**src/rtl/serial_frame_pkg.sv**
```systemverilog
// Shared types and constants for the serial frame receiver.
// Holds the FSM state encoding and parity-mode selectors.
package serial_frame_pkg;

    typedef enum logic [1:0] {
        ST_IDLE,
        ST_DATA,
        ST_PARITY,
        ST_STOP
    } state_t;

    localparam int PARITY_NONE = 0;
    localparam int PARITY_ODD  = 1;
    localparam int PARITY_EVEN = 2;

    // xor_all is the XOR of every data bit and the received parity bit.
    function automatic logic parity_error(input logic xor_all, input int mode);
        if (mode == PARITY_ODD)
            return ~xor_all;
        else if (mode == PARITY_EVEN)
            return xor_all;
        else
            return 1'b0;
    endfunction

endpackage

```
**src/rtl/serial_frame_receiver_if.sv**
```systemverilog
// Frame delivery bus: data plus parity status, valid/ready handshake.
// master = receiver side, slave = consumer side.
interface serial_frame_receiver_if #(
    parameter int DATA_WIDTH = 8
);
    logic [DATA_WIDTH-1:0] DATA_OUT;
    logic                  DATA_VALID;
    logic                  DATA_READY;
    logic                  PARITY_ERROR;

    modport master (
        output DATA_OUT,
        output DATA_VALID,
        output PARITY_ERROR,
        input  DATA_READY
    );

    modport slave (
        input  DATA_OUT,
        input  DATA_VALID,
        input  PARITY_ERROR,
        output DATA_READY
    );
endinterface

```
**src/rtl/sync_debounce.sv**
```systemverilog
// Purpose: 2-flop synchronizer followed by a stable-count debouncer, idle high.
// Latency: 2 cycles sync + DEBOUNCE_CYCLES cycles of stable input before dout moves.
// Backpressure: none; free-running.
module sync_debounce #(
    parameter int DEBOUNCE_CYCLES = 16
) (
    input  logic clk,
    input  logic rst_n,
    input  logic din,
    output logic dout
);
    localparam int CW = (DEBOUNCE_CYCLES > 1) ? $clog2(DEBOUNCE_CYCLES) : 1;
    localparam logic [CW-1:0] CNT_LAST = CW'(DEBOUNCE_CYCLES - 1);

    logic [1:0]    sync;
    logic [CW-1:0] cnt;

    always_ff @(posedge clk or negedge rst_n) begin
        if (!rst_n) begin
            sync <= 2'b11;
            cnt  <= '0;
            dout <= 1'b1;
        end else begin
            sync <= {sync[0], din};
            // Any cycle agreeing with dout restarts the stability window.
            if (sync[1] != dout) begin
                if (cnt == CNT_LAST) begin
                    dout <= sync[1];
                    cnt  <= '0;
                end else begin
                    cnt <= cnt + 1'b1;
                end
            end else begin
                cnt <= '0;
            end
        end
    end
endmodule

```
**src/rtl/serial_frame_receiver.sv**
```systemverilog
// Purpose: receive start/data/parity/stop frames clocked by an external serial clock.
// Latency: frame presented one cycle after the debounced stop-bit clock fall.
// Backpressure: one-entry holding register; a frame completing while full is dropped and OVERRUN set.
module serial_frame_receiver
    import serial_frame_pkg::*;
#(
    parameter int DATA_WIDTH      = 8,
    parameter int DEBOUNCE_CYCLES = 16,
    parameter int PARITY_MODE     = 1,
    parameter int TIMEOUT_CYCLES  = 50000
) (
    input  logic                    FAST_CLOCK,
    input  logic                    RESET_N,
    input  logic                    SERIAL_CLOCK,
    input  logic                    SERIAL_DATA,
    serial_frame_receiver_if.master frame,
    output logic                    FRAME_ERROR,
    output logic                    OVERRUN
);
    localparam int BW = $clog2(DATA_WIDTH);
    localparam int TW = $clog2(TIMEOUT_CYCLES + 1);
    localparam logic [BW-1:0] LAST_BIT = BW'(DATA_WIDTH - 1);
    localparam logic [TW-1:0] TMO_MAX  = TW'(TIMEOUT_CYCLES);

    logic clk_db, data_db, clk_db_q;
    logic strobe, commit, handshake;

    state_t                state;
    logic [BW-1:0]         bit_cnt;
    logic [TW-1:0]         tmo_cnt;
    logic [DATA_WIDTH-1:0] shreg;
    logic                  perr_q;

    sync_debounce #(.DEBOUNCE_CYCLES(DEBOUNCE_CYCLES)) u_clk_db (
        .clk(FAST_CLOCK), .rst_n(RESET_N), .din(SERIAL_CLOCK), .dout(clk_db)
    );

    sync_debounce #(.DEBOUNCE_CYCLES(DEBOUNCE_CYCLES)) u_data_db (
        .clk(FAST_CLOCK), .rst_n(RESET_N), .din(SERIAL_DATA), .dout(data_db)
    );

    always_ff @(posedge FAST_CLOCK or negedge RESET_N) begin
        if (!RESET_N) clk_db_q <= 1'b1;
        else          clk_db_q <= clk_db;
    end

    assign strobe    = clk_db_q & ~clk_db;
    assign commit    = (state == ST_STOP) && strobe && data_db;
    assign handshake = frame.DATA_VALID && frame.DATA_READY;

    always_ff @(posedge FAST_CLOCK or negedge RESET_N) begin
        if (!RESET_N) begin
            state       <= ST_IDLE;
            bit_cnt     <= '0;
            tmo_cnt     <= '0;
            shreg       <= '0;
            perr_q      <= 1'b0;
            FRAME_ERROR <= 1'b0;
        end else begin
            FRAME_ERROR <= 1'b0;
            if (state == ST_IDLE) begin
                tmo_cnt <= '0;
                if (strobe) begin
                    if (!data_db) begin
                        state   <= ST_DATA;
                        bit_cnt <= '0;
                    end else begin
                        FRAME_ERROR <= 1'b1;
                    end
                end
            end else if (strobe) begin
                tmo_cnt <= '0;
                case (state)
                    ST_DATA: begin
                        shreg <= {data_db, shreg[DATA_WIDTH-1:1]};
                        if (bit_cnt == LAST_BIT) begin
                            bit_cnt <= '0;
                            state   <= (PARITY_MODE == PARITY_NONE) ? ST_STOP : ST_PARITY;
                        end else begin
                            bit_cnt <= bit_cnt + 1'b1;
                        end
                    end
                    ST_PARITY: begin
                        perr_q <= parity_error(^shreg ^ data_db, PARITY_MODE);
                        state  <= ST_STOP;
                    end
                    default: begin
                        state <= ST_IDLE;
                        if (!data_db) FRAME_ERROR <= 1'b1;
                    end
                endcase
            end else if (tmo_cnt == TMO_MAX) begin
                // Serial clock stalled mid-frame: abandon the partial frame.
                state       <= ST_IDLE;
                tmo_cnt     <= '0;
                FRAME_ERROR <= 1'b1;
            end else begin
                tmo_cnt <= tmo_cnt + 1'b1;
            end
        end
    end

    always_ff @(posedge FAST_CLOCK or negedge RESET_N) begin
        if (!RESET_N) begin
            frame.DATA_OUT     <= '0;
            frame.DATA_VALID   <= 1'b0;
            frame.PARITY_ERROR <= 1'b0;
            OVERRUN            <= 1'b0;
        end else begin
            // A commit coinciding with a handshake replaces the frame and leaves OVERRUN alone.
            if (commit && (!frame.DATA_VALID || handshake)) begin
                frame.DATA_OUT     <= shreg;
                frame.PARITY_ERROR <= perr_q;
                frame.DATA_VALID   <= 1'b1;
            end else if (handshake) begin
                frame.DATA_VALID <= 1'b0;
                OVERRUN          <= 1'b0;
            end
            if (commit && frame.DATA_VALID && !frame.DATA_READY)
                OVERRUN <= 1'b1;
        end
    end
endmodule

```
**src/flat_wrapper.sv**
```systemverilog
// flat-port wrapper written by rule: the top's interface ports become plain ports
module serial_frame_receiver_flat import serial_frame_pkg::*;
#(
    parameter int DATA_WIDTH      = 8,
    parameter int DEBOUNCE_CYCLES = 16,
    parameter int PARITY_MODE     = 1,
    parameter int TIMEOUT_CYCLES  = 50000
)
  (FAST_CLOCK, RESET_N, SERIAL_CLOCK, SERIAL_DATA, FRAME_ERROR, OVERRUN, frame_DATA_OUT, frame_DATA_VALID, frame_PARITY_ERROR, frame_DATA_READY);
  serial_frame_receiver_if #(.DATA_WIDTH(DATA_WIDTH)) frame_i ();
  input  logic FAST_CLOCK;
  input  logic RESET_N;
  input  logic SERIAL_CLOCK;
  input  logic SERIAL_DATA;
  output logic FRAME_ERROR;
  output logic OVERRUN;
  output wire logic [$bits(frame_i.DATA_OUT)-1:0] frame_DATA_OUT;
  output wire logic [$bits(frame_i.DATA_VALID)-1:0] frame_DATA_VALID;
  output wire logic [$bits(frame_i.PARITY_ERROR)-1:0] frame_PARITY_ERROR;
  input wire logic [$bits(frame_i.DATA_READY)-1:0] frame_DATA_READY;
  assign frame_DATA_OUT = frame_i.DATA_OUT;
  assign frame_DATA_VALID = frame_i.DATA_VALID;
  assign frame_PARITY_ERROR = frame_i.PARITY_ERROR;
  assign frame_i.DATA_READY = frame_DATA_READY;
  serial_frame_receiver #(.DATA_WIDTH(DATA_WIDTH), .DEBOUNCE_CYCLES(DEBOUNCE_CYCLES), .PARITY_MODE(PARITY_MODE), .TIMEOUT_CYCLES(TIMEOUT_CYCLES)) u_core (.FAST_CLOCK(FAST_CLOCK), .RESET_N(RESET_N), .SERIAL_CLOCK(SERIAL_CLOCK), .SERIAL_DATA(SERIAL_DATA), .frame(frame_i), .FRAME_ERROR(FRAME_ERROR), .OVERRUN(OVERRUN));
endmodule
```
**config.mk**
```make
export PLATFORM = sky130hd
export DESIGN_NAME = serial_frame_receiver_flat
export DESIGN_NICKNAME = d
export VERILOG_FILES = /design/src/rtl/serial_frame_pkg.sv /design/src/rtl/serial_frame_receiver_if.sv /design/src/rtl/sync_debounce.sv /design/src/rtl/serial_frame_receiver.sv /design/src/flat_wrapper.sv
export SDC_FILE = /design/constraint.sdc
export NUM_CORES = 1
export LEC_CHECK = 0
export ABC_AREA = 1
export CAP_MARGIN = 25
export CORE_MARGIN = 2
export CORE_UTILIZATION = 40
export DETAILED_ROUTE_END_ITERATION = 16
export PLACE_DENSITY_LB_ADDON = 0.3
export REMOVE_ABC_BUFFERS = 1
export SETUP_SLACK_MARGIN = 0.2
export SYNTH_ARGS = -nofsm -noshare
export SYNTH_HDL_FRONTEND = slang
export SYNTH_SLANG_ARGS = --single-unit
```
**constraint.sdc**
```tcl
create_clock -name FAST_CLOCK -period 2 [get_ports FAST_CLOCK]
set_clock_uncertainty 0.1 [all_clocks]
set_input_delay 0.5 -clock FAST_CLOCK [delete_from_list [all_inputs] [get_ports FAST_CLOCK]]
set_output_delay 0.5 -clock FAST_CLOCK [all_outputs]
set_load 0.01 [all_outputs]
```
# == Word-level counts from Yosys, hierarchy flattened ==
# Index checks and enable logic that the tools add are counted.
# word_totals
register_bits,57
latch_bits,0
mem_bits_rw,0
romBits,0
input_bits,5
out_inout_bits,12
wordCells,93
mem_count,0
# op_classes
addsub,4
mul,0
div_mod_pow,0
order_cmp,0
eq_ne,13
n_shift,0
mux,31
n_bitwise,5
n_reduce_logical,23
# op_table
operator,count
$mux W16,3
$mux W3,6
$add A16 B1 Y16 const B,1
$eq A16 B16 Y1 const B,1
$mux W4,4
$mux W2,6
$mux W1,11
$reduce_and A3 Y1,3
$add A4 B1 Y4 const B,2
$eq A4 B4 Y1 const B,2
$reduce_bool A2 Y1,4
$reduce_xor A8 Y1,1
$logic_and A1 B1 Y1,6
$reduce_and A2 Y1,3
$eq A2 B2 Y1 const B,2
$ne A2 B2 Y1 const B,2
$ne A4 B4 Y1 const B,1
$pmux W2 S2,1
$reduce_and A4 Y1,1
$add A3 B1 Y3 const B,1
$eq A3 B3 Y1 const B,1
$not A1 Y1,3
$eq A2 B1 Y1 const B,1
$logic_not A1 Y1,2
7 further kinds,8

# == Longest topological paths before layout ==
# Gate-level depths: netlist of run 1.
# depth
depth_word,8
mapped_depth,10
depth_no_buf,10

# == Cells and area by module ==
# From an unflattened synthesis of run 1, not the netlist that was laid out.
# unflattened
cells_unflattened,337
hier_area_um2,2896.5
# by_module_without_submodules
mod,instances,cells_each,area_per_inst_um2,seq_area_each_um2
serial_frame_receiver,1,281,2338.5,1077.3
sync_debounce,2,28,279.0,178.9

# == Least setup slack after synthesis of run 1 ==
# OpenSTA, ideal clock, no wires.
# synth_timing
path_kind,register to register
startpoint,reg u_core.state[0]
endpoint,reg u_core.state[1]
setup_time_ns,0.121
arrival_time_ns,1.271
t_required_ns,1.779
slack_ns,0.508
path_stages_with_launch,10
path_buffers,0
synth_period_minus_slack_ns,1.492
path_cell_list,dfrtp_1 -> inv_1 -> ha_1 -> inv_1 -> nand3_1 -> nor2_1 -> nor2_1 -> nand2_1 -> nand2_1 -> o21ai_1
# synth_via
elab_chain_len,4
word_cells_on_any_way,10
cone_classes,eq/ne (5); mux (3); reduce/logical (2)
# synth_lines
element,line,source
start: declaration,serial_frame_receiver.sv:28,state_t state;
start signal: assignment,serial_frame_receiver.sv:78,state <= (PARITY_MODE == PARITY_NONE) ? ST_STOP : ST_PARITY;
$eq A2 B2 Y1 or $eq A2 B1 Y1 (tied branches),serial_frame_receiver.sv:73,case (state)
$pmux W2 S2,serial_frame_receiver.sv:73,
$mux W2,serial_frame_receiver.sv:71,end else if (strobe) begin
$mux W2,serial_frame_receiver.sv:61,if (state == ST_IDLE) begin
# Parallel ways exist; a longest one is shown, timed or not.
# A chain may end at the register's enable or synchronous reset.

# == Worst setup path in the final report of run 1 ==
# layout_timing
startpoint,reg u_core.frame.PARITY_ERROR
endpoint,out frame_PARITY_ERROR
# layout_lines
element,line,source
start: declaration,serial_frame_receiver_if.sv:14,"output PARITY_ERROR,"
start signal: assignment,serial_frame_receiver.sv:113,frame.PARITY_ERROR <= perr_q;
end: declaration,flat_wrapper.sv:19,output wire logic [$bits(frame_i.PARITY_ERROR)-1:0] frame_PARITY_ERROR;
# No word-level cell between the ends.

==> out/qor.txt, run 1 <==
status -> finished clean
worst vdd ir -> 0.347 mV
placed inst area -> 3030 um2
power per cell area -> 720 nW/um2
Buffers on Ports -> 16
Skew-Pair Late Insertion Delay -> 0.34 ns
die area -> 7630 um2
Vias/cell -> 4.76
ANT cells -> 0
relative max-transition margin -> 70.6%
Worst Path Buf+Inv -> 1
number of global-route vias before repair -> 1,969
Clock transition at path regs -> 0.07 ns
CP cell instances -> dlygate4sd2_1
DR WL/cell -> 11.1 um
post-synth top area share -> 45.0%
Worst EP arrival -> 1.06 ns
Setup CP Type -> flop to output port
initial antenna violation count -> 0
clock root cell -> clkbuf_8
sum of negative setup slack -> 0 ns
Warnings, synthesis -> 0
Slew Limit Fails -> 0
P&R area growth vs syn -> 16.2%
Layout fillers -> 659
Mean Syn Cell Area -> 8.53 um2
total track usage -> 14.4%
met2 GRT Util -> 22.2%
Multi-input gate area -> 1150 um2
Starting DRT DRC Count -> 104
internal power -> 0.00183 W
share of layout cells above drive strength 1 -> 11.8%
Top Usage Layer GRT -> met2
flop2flop setup slack -> 0.38 ns
Comb pwr share -> 2.4%
sequential share of power -> 50.7%
H-tree depth reported by CTS -> 3
starting density of the core -> 41.1%
clk buf depth -> 2
Die Height -> 87.4 um
met3 usage -> 4.55%
Static Leak -> 1.57 nW
final-stage net count -> 368
crit end category -> output port
TritonCTS buffer count -> 9
Slew @ Worst Pin -> 0.440 ns
FMAX -> 0.603 GHz
core area -> 6760 um2
residual DRC count -> 0
DP HPWL -> 3390 um
FF/Latch Area -> 1440 um2
RSZ-0062 raised after global routing -> no
hold crit path type -> input port to async pin
Synth Instances -> 326
Final period util -> 83.0%
Worst EP required -> 1.40 ns
sequential fraction of the synthesis area -> 51.6%
Final ANT Viol Nets -> 0
postcts setup bufs -> 0
Finish-stage setup viols -> 0
pin count of the biggest net entering global routing -> 58
CTS Sinks -> 57
Worst path slowest cell -> dfrtp_1
Syn Std Cell Area -> 2780 um2
Largest delay share family, worst path -> flip-flops
Max Cap Violations -> 0
RePlAce Congestion -> 0.842
detailed-route via count -> 2,076
Net Sw Frac -> 21.1%
Switch Pwr -> 0.000491 W
width of the die -> 87.4 um
final WL -> 4820 um
Yosys cell types -> 31
# hold bufs at CTS -> 0
GR Util met1 -> 17.8%
max incr delay on CP -> 0.42 ns
CTS tree -> yes
most frequent cells in the layout -> nand2_1 (86), dfrtp_1 (50), inv_1 (44), nor2_1 (36), o21ai_0 (22)
first-pass GRT wire length -> 8450 um
Area contributors post-synth -> dfrtp_1 (45%), nand2_1 (12%), dfstp_2 (6.6%)
Yosys top cell by area -> dfrtp_1
final-report hold violation count -> 0
fin crit period -> 1.66 ns
IO Pins -> 17
Cell Rows -> 30
Clock power frac -> 46.9%
Seq cells post-synth -> 57
Worst Setup Start Kind -> flop
drt pass-1 iters -> 4
worst-path maximum fanout -> 2
fin area -> 3230 um2
commonest non-fill, non-tap cell in the layout -> nand2_1
GRT overflow -> 0
## per-stage QoR
stage                     util [%]  setup slack, ns  std cells  total power, W  hold slack (ns)
after floorplan                  -            0.484        322         0.00122            0.104
after global placement        44.8            0.239        420         0.00126            0.246
after detailed placement      44.8            0.196        420         0.00126            0.247
after CTS                     47.7            0.307        436         0.00237           0.0503
after global routing          47.8            0.218        436         0.00243           0.0659
final                         47.8            0.341        436         0.00233           0.0432
## cell type report
type | instances | share of cell area (%)
Tap cell | 80 | 3.10
Inverter | 45 | 5.23
Clock buffer | 12 | 4.80
Sequential cell | 57 | 44.4
Multi-Input combinational cell | 220 | 35.7
Clock inverter | 4 | 1.59
Timing Repair Buffer | 18 | 5.19
## cell usage after synthesis
cell      instances
and3_1            2
nor2_2            2
or2_2             1
dfstp_2           7
dfrtp_1          50
nor4_1            1
nand2_1          87
nand4_1           4
inv_2             1
mux2_2            1
nor3_2            3
a22o_1            2
inv_1            44
o211ai_1          1
a21oi_1           7
o21ai_1           1
nand2_2           3
nor3_4            1
buf_6             2
a31oi_1           1
buf_4             1
nor3_1            3
xnor2_1           5
buf_2             1
o31ai_1           1
o21ai_0          22
xor2_1            5
nand3_1          17
nor2_1           37
ha_1             12
nand3_2           1
## power by group through the flow
stage	sequential (W)	combinational, W	clock [W]
after floorplan	0.00120	0.0000200	0
after global placement	0.00120	0.0000569	0
after detailed placement	0.00120	0.0000586	0
after CTS	0.00118	0.0000588	0.00113
after global routing	0.00118	0.0000674	0.00118
final	0.00118	0.0000553	0.00109
## flip-flops by register name, indices dropped and copies added, names as in the netlist, 2 cells and up
name,count
u_core.frame.DATA_OUT,8
u_core.u_clk_db.cnt,4
u_core.u_clk_db.sync,2
u_core.bit_cnt,3
u_core.shreg,8
u_core.state,2
u_core.tmo_cnt,16
u_core.u_data_db.cnt,4
u_core.u_data_db.sync,2
## worst paths after layout
kind / depth (start not counted) / from / end
worst max register to register: 9 / u_core.tmo_cnt[0] / u_core.tmo_cnt[2]
worst min-delay path: 2 / RESET_N / u_core.tmo_cnt[8]
max in group asynchronous: 2 / RESET_N / u_core.u_data_db.dout
worst max-delay path: 1 / u_core.frame.PARITY_ERROR / frame_PARITY_ERROR
min in group FAST_CLOCK: 0 / u_core.u_data_db.sync[0] / u_core.u_data_db.sync[1]
worst min register to register: 0 / u_core.u_data_db.sync[0] / u_core.u_data_db.sync[1]
## cell families (layout without fill, tap and decap cells)
group | Yosys count | count (layout) | share of synthesized area (%)
AO/OA/AOI/OAI | 35 | 35 | 6.80
XOR/XNOR | 10 | 10 | 3.15
adder cells (fa/ha/maj) | 12 | 12 | 5.40
buffers and inverters | 49 | 79 | 7.34
flip-flops | 57 | 57 | 51.6
multiplexers | 1 | 1 | 0.405
AND/OR/NAND/NOR | 162 | 162 | 25.3
## metal layers
layer | share of wire [%] | routed length, um
met5 | 0 | 0
met4 | 1.7 | 82
met3 | 3.5 | 171
met2 | 46 | 2230
met1 | 49 | 2340
## what timing repair did
| action | in CTS | in global routing |
|---|---|---|
| endpoints found under the setup margin | 13 | 3 |
| resized for setup | 13 | 3 |
| endpoints found under the hold margin | 0 | 0 |
(Power assumes the default switching activity.)
==> inputs of run 2 (changes only) <==
Clock period 2 ns to 1.54 ns, I/O delays scaled along.
==> run 2 against run 1 <==
Via count grew 13%; combinational power grew 43%; power grew 31%; critical path depth grew 7; first-iteration DRC count shrank 18%; clock-buffer cell count grew 2.
==> out/qor.txt, run 2 (same netlist as run 1, synthesis figures left out) <==
biggest regs -> u_core.tmo_cnt (16), u_core.frame.DATA_OUT (8), u_core.shreg (8)
Worst Path Buf+Inv -> 2
commonest non-fill, non-tap cell in the layout -> nand2_1
width of the die -> 87.4 um
GRT overflow -> 0
Worst Setup Start Kind -> flop
sum of negative setup slack -> 0 ns
Setup CP Type -> flop to flop
CTS tree -> yes
hold crit path type -> flop to flop
fin area -> 3960 um2
worst reg-to-reg path cell count -> 8
Finish-stage setup viols -> 0
CTS Sinks -> 57
Worst path slowest cell -> dfrtp_1
RSZ-0062 raised after global routing -> yes
Die Height -> 87.4 um
Comb pwr share -> 2.6%
Starting DRT DRC Count -> 85
Clock power frac -> 47.2%
fin worst setup slack -> 0.00189 ns
Power Total -> 0.00305 W
Worst EP arrival -> 1.65 ns
initial antenna violation count -> 0
flop2flop setup slack -> 0.002 ns
drt pass-1 iters -> 4
max incr delay on CP -> 0.39 ns
H-tree depth reported by CTS -> 3
Clock transition at path regs -> 0.07 ns
CP cell instances -> inv_2, ha_4, inv_2, o21ai_1, nor2_2, nand2_2, nand2_1, o21ai_1
Worst EP required -> 1.65 ns
worst vdd ir -> 0.529 mV
worst setup path start -> u_core.state[1]
pin count of the biggest net entering global routing -> 32
DP HPWL -> 3620 um
largest reg by FF count -> u_core.tmo_cnt
total track usage -> 16.5%
internal power -> 0.00243 W
Final ANT Viol Nets -> 0
FF-to-FF End -> u_core.state[1]
worst-path maximum fanout -> 4
Static Leak -> 1.86 nW
starting density of the core -> 41.1%
Max Cap Violations -> 0
final-report hold violation count -> 0
max reg flops -> 16
power per cell area -> 770 nW/um2
Cell Rows -> 30
Vias/cell -> 4.81
critical path depth -> 8
die area -> 7630 um2
core area -> 6760 um2
clk buf depth -> 2
detailed-route via count -> 2,348
setup slack at placement -> -0.147 ns
share of layout cells above drive strength 1 -> 42.4%
fin crit period -> 1.54 ns
IO Pins -> 17
first-pass GRT wire length -> 9730 um
DR WL/cell -> 12.7 um
crit end category -> flop
number of global-route vias before repair -> 2,179
sequential share of power -> 50.2%
FMAX -> 0.650 GHz
Skew-Pair Late Insertion Delay -> 0.33 ns
Buffers on Ports -> 16
residual DRC count -> 0
status -> finished clean
clock root cell -> clkbuf_8
P&R area growth vs syn -> 42.6%
Switch Pwr -> 0.000620 W
Min Hold Slack -> 0.254 ns
Setup crit end -> u_core.state[1]
RePlAce Congestion -> 0.781
most frequent cells in the layout -> nand2_1 (57), dfrtp_1 (47), buf_4 (42), nor2_1 (32), inv_1 (30)
Slew Limit Fails -> 0
relative max-transition margin -> 80.2%
ANT cells -> 0
final WL -> 6210 um
final-stage net count -> 420
Net Sw Frac -> 20.3%
Final period util -> 99.9%
TritonCTS buffer count -> 9
placed inst area -> 3230 um2
Slew @ Worst Pin -> 0.298 ns
Largest delay share family, worst path -> flip-flops
Worst R2R Start -> u_core.state[1]
run 2: changes by cell type in the layout (fill, tap and decap cells not counted), sizes merged:
| cell | change |
|---|---|
| buf | +63 |
| clkbuf | +2 |
| clkinv | -1 |
| clkinvlp | -1 |
| dlygate4sd2 | -12 |
| dlygate4sd3 | +1 |
run 2: per-layer routing:
layer,vias up,track usage [%],share of wire [%]
li1,1184,-,-
met1,1114,21.4,45
met2,37,25.3,50
met3,13,6.26,4.0
met4,0,5.59,1.5
met5,-,0,0
run 2: worst reg2reg max path, cell delays in order, from the launching register on:
cell     delay, ns
dfrtp_1       0.39
inv_2         0.07
ha_4          0.17
inv_2         0.10
o21ai_1       0.13
nor2_2        0.20
nand2_2       0.10
nand2_1       0.09
o21ai_1       0.07
run 2: area by class of cell:
type,instances,area (um2)
fillers,565,2790
flip-flops and latches,57,1440
multi-input cells,220,1430
repair buffers,70,613
inverters,45,176
clock buffers,14,173
well taps,80,100
clock inverters,2,35.0
run 2: worst min-delay path by stage:
stage | from | end | slack, ns | depth (start not counted)
2_1_floorplan | RESET_N | u_core.FRAME_ERROR | -0.01 | 0
3_3_place_gp | RESET_N | u_core.u_clk_db.cnt[2] | 0.18 | 1
3_5_place_dp | RESET_N | u_core.u_clk_db.cnt[2] | 0.19 | 1
4_1_cts | u_core.u_clk_db.sync[0] | u_core.u_clk_db.sync[1] | 0.26 | 0
5_1_grt | u_core.u_clk_db.sync[0] | u_core.u_clk_db.sync[1] | 0.26 | 0
6_report | u_core.u_clk_db.sync[0] | u_core.u_clk_db.sync[1] | 0.25 | 0
run 2: stage by stage:
stage | utilization, % | cells
floorplan | - | 322
finish | 58.7 | 488
global placement | 47.7 | 443
detailed placement | 47.7 | 443
CTS | 54.4 | 474
global route | 58.7 | 488
run 2: power by group through the flow:
stage	clock (W)	combinational [W]	sequential [W]
after floorplan	0	0.0000259	0.00156
after global placement	0	0.0000764	0.00156
after detailed placement	0	0.0000786	0.00156
after CTS	0.00148	0.0000817	0.00153
after global routing	0.00156	0.0000913	0.00153
final	0.00144	0.0000791	0.00153
run 2: repair_timing:
item / CTS / global route
pin swaps: 16 / 13
cloned: 2 / 0
endpoints found under the hold margin: 8 / 0
hold buffers: 1 / 0
setup buffers: 12 / 14
gates resized for setup: 96 / 75
setup endpoints to repair: 45 / 55
